### src/rtl/bus_transfer_executor.sv
// bus_transfer_executor: responder end of the register-bus control interface.
// Performs data_in->R1, R1->R2 and R2->R3 transfers from the control word.
// Checks the word stream against the 3-phase W0/W1/W2 frame protocol, raises
// error pulses, and counts errors (saturating) and completed frames (wrapping).
module bus_transfer_executor #(
  parameter int WIDTH       = 8,
  parameter int ERR_CNT_W   = 8,
  parameter int FRAME_CNT_W = 16
) (
  input  logic                   clk,
  input  logic                   rst,
  input  logic [WIDTH-1:0]       data_in,
  input  logic                   ldr_1,
  input  logic                   ldr_2,
  input  logic                   ldr_3,
  input  logic                   sel_1,
  input  logic [1:0]             sel_2,
  input  logic                   clr_err,
  output logic [WIDTH-1:0]       bus,
  output logic [WIDTH-1:0]       r1,
  output logic [WIDTH-1:0]       r2,
  output logic [WIDTH-1:0]       r3,
  output logic                   frame_done,
  output logic                   err_illegal,
  output logic                   err_seq,
  output logic                   err_sticky,
  output logic [ERR_CNT_W-1:0]   err_cnt,
  output logic [FRAME_CNT_W-1:0] frame_cnt,
  output logic [1:0]             trk_state
);

  localparam logic [1:0] HUNT = 2'd0;
  localparam logic [1:0] EXP1 = 2'd1;
  localparam logic [1:0] EXP2 = 2'd2;

  localparam logic [5:0] WORD_W0 = 6'b100100;
  localparam logic [5:0] WORD_W1 = 6'b010000;
  localparam logic [5:0] WORD_W2 = 6'b001001;

  logic [5:0] word_p0;
  logic       is_idle_p0;
  logic       is_w0_p0;
  logic       is_w1_p0;
  logic       is_w2_p0;
  logic       is_ill_p0;
  logic [1:0] nxt_state_p0;
  logic       seq_err_p0;
  logic       frm_ok_p0;
  logic       err_ev_p0;

  // Error counter increment that sticks at all-ones.
  function automatic logic [ERR_CNT_W-1:0] sat_inc(input logic [ERR_CNT_W-1:0] v);
    if (&v) return v;
    return v + ERR_CNT_W'(1);
  endfunction

  assign word_p0 = {ldr_1, ldr_2, ldr_3, sel_1, sel_2};

  // Classify the sampled control word; IDLE ignores sel_2.
  always_comb begin
    is_idle_p0 = (word_p0[5:2] == 4'b0000);
    is_w0_p0   = (word_p0 == WORD_W0);
    is_w1_p0   = (word_p0 == WORD_W1);
    is_w2_p0   = (word_p0 == WORD_W2);
    is_ill_p0  = !(is_idle_p0 || is_w0_p0 || is_w1_p0 || is_w2_p0);
  end

  // Bus source mux: external data or one of the registers (11 drives zero).
  always_comb begin
    bus = '0;
    if (sel_1) begin
      bus = data_in;
    end else begin
      case (sel_2)
        2'b00:   bus = r1;
        2'b01:   bus = r2;
        2'b10:   bus = r3;
        default: bus = '0;
      endcase
    end
  end

  // Frame tracker next state and the events the sampled word causes.
  always_comb begin
    nxt_state_p0 = trk_state;
    seq_err_p0   = 1'b0;
    frm_ok_p0    = 1'b0;
    if (is_ill_p0) begin
      nxt_state_p0 = HUNT;
    end else if (is_w0_p0) begin
      // W0 always (re)starts a frame; only legal from HUNT.
      nxt_state_p0 = EXP1;
      seq_err_p0   = (trk_state != HUNT);
    end else if (is_w1_p0) begin
      if (trk_state == EXP1) begin
        nxt_state_p0 = EXP2;
      end else begin
        nxt_state_p0 = HUNT;
        seq_err_p0   = 1'b1;
      end
    end else if (is_w2_p0) begin
      nxt_state_p0 = HUNT;
      if (trk_state == EXP2) frm_ok_p0 = 1'b1;
      else                   seq_err_p0 = 1'b1;
    end else if (trk_state == 2'd3) begin
      nxt_state_p0 = HUNT;
    end
    err_ev_p0 = is_ill_p0 || seq_err_p0;
  end

  // Register transfers: legal words load at the sampling edge, illegal ones never do.
  always_ff @(posedge clk) begin
    if (!rst) begin
      r1 <= '0;
      r2 <= '0;
      r3 <= '0;
    end else if (!is_ill_p0) begin
      if (ldr_1) r1 <= bus;
      if (ldr_2) r2 <= bus;
      if (ldr_3) r3 <= bus;
    end
  end

  // Tracker state, registered event pulses and counters; an error beats clr_err.
  always_ff @(posedge clk) begin
    if (!rst) begin
      trk_state   <= HUNT;
      frame_done  <= 1'b0;
      err_illegal <= 1'b0;
      err_seq     <= 1'b0;
      err_sticky  <= 1'b0;
      err_cnt     <= '0;
      frame_cnt   <= '0;
    end else begin
      trk_state   <= nxt_state_p0;
      frame_done  <= frm_ok_p0;
      err_illegal <= is_ill_p0;
      err_seq     <= seq_err_p0;
      if (err_ev_p0) begin
        err_sticky <= 1'b1;
        err_cnt    <= clr_err ? ERR_CNT_W'(1) : sat_inc(err_cnt);
      end else if (clr_err) begin
        err_sticky <= 1'b0;
        err_cnt    <= '0;
      end
      if (frm_ok_p0) frame_cnt <= frame_cnt + FRAME_CNT_W'(1);
    end
  end

endmodule
### config.mk
export PLATFORM = sky130hd
export DESIGN_NAME = bus_transfer_executor
export DESIGN_NICKNAME = d
export VERILOG_FILES = /design/src/rtl/bus_transfer_executor.sv
export SDC_FILE = /design/constraint.sdc
export NUM_CORES = 1
export LEC_CHECK = 0
export CAP_MARGIN = 20
export CELL_PAD_IN_SITES_DETAIL_PLACEMENT = 1
export CELL_PAD_IN_SITES_GLOBAL_PLACEMENT = 2
export CORE_MARGIN = 5
export CORE_UTILIZATION = 38
export CTS_BUF_LIST = sky130_fd_sc_hd__clkbuf_8
export DETAILED_ROUTE_END_ITERATION = 16
export DONT_BUFFER_PORTS = 1
export PLACE_DENSITY_LB_ADDON = 0.1
export SYNTH_ARGS = -nofsm -noshare
export SYNTH_HDL_FRONTEND = slang
export SYNTH_SLANG_ARGS = --single-unit
export TNS_END_PERCENT = 50
### constraint.sdc
create_clock -name clk -period 1.9 [get_ports clk]
set_clock_uncertainty 0.1 [all_clocks]
set_input_delay 0.19 -clock clk [delete_from_list [all_inputs] [get_ports clk]]
set_output_delay 0.19 -clock clk [all_outputs]
set_load 0.02 [all_outputs]
==> reports/metrics.cfg <==
[timing]
tns_ns = 0
slew_headroom_pct = 60.1
layout_setup_ws_ns = 0.176
rsz0062_at_grt = false
fraction_of_the_cycle_the_final_worst_path_needs_pct = 90.7
finalCriticalPeriod_ns = 1.72
final-setup-viol-count = 0
hold_ws_ns = 0.0218
hold_violations = 0
max_slew.worst_pin.slew_ns = 0.597
slew_violations = 0
achievable-frequency_mhz = 580

[pwr]
leakagePower_nw = 1.14
power.density_cell_area_mw_per_mm2 = 663
seqPwrFrac_pct = 55.0
swShare_pct = 22.7
power.switching_uw = 475
max-vdd-ir-drop_uv = 266
design_power_total_mw = 2.10
power.internal_mw = 1.62
pwr-share-clk_pct = 38.2
combPwrFrac_pct = 6.8

[cells_and_area]
final_layout_size_suffix_gt1_share_pct = 16.9
diodes = 0
finish.net_count = 345
syn2layout_area_growth_pct = 15.2
final_standard_cell_count_with_taps_included_and_fillers_excluded = 425
fillerInstances = 851

[placed_design]
port-buffer-count = 0
post-place-cells = 416
pre_cts_ws_ns = 0.00205
globalplace.congestion = 0.703
hpwl_mm = 5.55

[global_route]
grt_usage_pct = 18.2
grt_pass1_wl_mm = 12.8
largest_net_degree_at_the_start_of_global_routing = 48
grt_overflow_total = 0
first_global_vias = 2537
initial_antenna_violation_count = 0

[setup_path]
critical_path.startpoint_type = register
crit_fanout = 9
timing.critical_path.arrival_ns = 1.83
critPathCaptureType = register
worst-r2r-cell-count = 5
crit_type = register to register
cp_data_required_time_ns = 2.01

[floorplanning]
rows = 31
die-area_mm2 = 0.00902
fp.dieW_um = 95.0
design.portCount = 79
initial_utilization_pct = 38.4
die-height_um = 95.0
core-area_mm2 = 0.00714

[detailed_routing]
detail_route.drc_violations = 0
wl_per_cell_um = 18.2
route.final.wire_length_mm = 7.72
num_vias = 2313
drt_first_pass_iters = 4
via_per_inst = 5.44
drt_iter0_markers = 59
antenna_violating_nets_post_route = 0

[synth]
synthMostInstantiatedCell = sky130_fd_sc_hd__nand2_1
synthDominantCellAreaShare_pct = 39.4
synth_area_mm2 = 0.00274
postSynth.asyncResetShare_pct = 0
synth_area_leaders = sky130_fd_sc_hd__dfxtp_1 39%, sky130_fd_sc_hd__nand2_1 8.5%, sky130_fd_sc_hd__a21boi_0 6.6%
synth_cell_type_count = 48
synthesis.nets = 322
ys_seq_area_share_pct = 39.4
yosys_warnings = 0
leading_area_contributor_after_synthesis = sky130_fd_sc_hd__dfxtp_1
synthesis_stage_register_bit_count = 54
yosys_most_used_dff = sky130_fd_sc_hd__dfxtp_1
synth_top_cells_by_count = 62 x sky130_fd_sc_hd__nand2_1, 54 x sky130_fd_sc_hd__dfxtp_1, 24 x sky130_fd_sc_hd__a21boi_0, 21 x sky130_fd_sc_hd__and2_1, 14 x sky130_fd_sc_hd__xnor2_1
synth_cells = 303
synthesis.area_per_instance_um2 = 9.06
synth-edff-count = 0

[clock_network]
htree_levels = 2
clock_sink_count = 54
clockRootBuffer = sky130_fd_sc_hd__clkbuf_8
cts.repair_timing.setup_buffer_count = 0
clock_insertion_delay_worst_skew_ns = 0.31
tritoncts = built
clkTransAtPathRegs_ns = 0.10
clock_tree.buffer_depth = 2
numCtsBuffers = 5

[run]
max_cap_viol_count = 0

[hold_path]
timing.hold.worst.class = primary input to register
min_path_cells = 2

[status]
status = finished, final reports clean

==> cells in the final DEF (no fill, tap or decap), types with 7 or more instances in the layout <==
cell,instances
sky130_fd_sc_hd__a21boi_0,24
sky130_fd_sc_hd__and2_1,21
sky130_fd_sc_hd__and3_1,7
sky130_fd_sc_hd__buf_4,28
sky130_fd_sc_hd__dfxtp_1,53
sky130_fd_sc_hd__mux2_2,8
sky130_fd_sc_hd__mux2i_1,12
sky130_fd_sc_hd__nand2_1,62
sky130_fd_sc_hd__nand3_1,9
sky130_fd_sc_hd__nand4_1,10
sky130_fd_sc_hd__o2bb2ai_1,8
sky130_fd_sc_hd__xnor2_1,14
==> stage by stage <==
step                utilization (%)  area (µm²)
finish                         44.3        3160
global route                   44.3        3160
CTS                            44.3        3160
detailed placement             42.3        3020
global placement               42.3        3020
floorplan                         -        2740
==> kinds of logic after synthesis <==
kind of cell | Yosys count | share of synthesized area [%]
and+or+nand+nor | 139 | 27.5
AOI/OAI and AO/OA | 57 | 17.3
DFF | 54 | 39.4
muxes | 20 | 7.66
buffers and inverters | 16 | 2.46
xor gates and xnor gates | 15 | 4.79
adders and majority gates | 2 | 0.912
==> cell type report <==
type / count / area [µm²] / area share [%]
Multi-Input combinational cell: 233 / 1600 / 50.5
Clock buffer: 6 / 82.6 / 2.61
Sequential cell: 54 / 1080 / 34.2
Clock inverter: 1 / 30.0 / 0.950
Timing Repair Buffer: 30 / 240 / 7.60
Tap cell: 99 / 124 / 3.92
Inverter: 2 / 7.51 / 0.237
==> state kept, by name, summed over array words and instances, names as in the netlist <==
| signal | count |
|---|---|
| r2 | 8 |
| err_illegal | 1 |
| trk_state | 2 |
| err_seq | 1 |
| r1 | 8 |
| r3 | 8 |
| frame_done | 1 |
| frame_cnt | 16 |
| err_sticky | 1 |
| err_cnt | 8 |
==> metal layers <==
metal / global-route usage, % / vias up / wire [µm]
met3: 5.66 / 6 / 542
met5: 0 / - / 0
met4: 4.81 / 0 / 74
met1: 22.5 / 1132 / 3580
li1: - / 1120 / -
met2: 30.7 / 55 / 3530
==> timing repair <==
action | 4_1_cts | 5_1_grt
gates resized for setup | 0 | 1
hold endpoints to repair | 49 | 0
endpoints found under the setup margin | 0 | 1
hold buffers | 2 | 0
==> critical path: stages, from the launching register on <==
cell	delay [ns]
sky130_fd_sc_hd__dfxtp_2	0.37
sky130_fd_sc_hd__nor4bb_1	0.29
sky130_fd_sc_hd__o211ai_1	0.20
sky130_fd_sc_hd__o21a_4	0.21
sky130_fd_sc_hd__o2111a_1	0.23
sky130_fd_sc_hd__o221a_1	0.22
==> final timing paths <==
kind | endpoint | from | slack [ns]
worst max-delay path | err_cnt[7]$_SDFFE_PN0P_ | trk_state[0]$_SDFFE_PN0P_ | 0.18
worst min-delay path | err_cnt[1]$_SDFFE_PN0P_ | clr_err | 0.02
worst max register to register | err_cnt[7]$_SDFFE_PN0P_ | trk_state[0]$_SDFFE_PN0P_ | 0.18
worst min register to register | trk_state[0]$_SDFFE_PN0P_ | trk_state[0]$_SDFFE_PN0P_ | 0.44
==> power groups by stage <==
stage / sequential, mW / combinational, mW / clock (mW)
2_1_floorplan: 1.18 / 0.108 / 0
3_3_place_gp: 1.18 / 0.124 / 0
3_5_place_dp: 1.18 / 0.125 / 0
4_1_cts: 1.15 / 0.145 / 0.830
5_1_grt: 1.15 / 0.156 / 0.876
6_report: 1.15 / 0.143 / 0.800
Note: power is estimated with default switching activity, not from simulation.
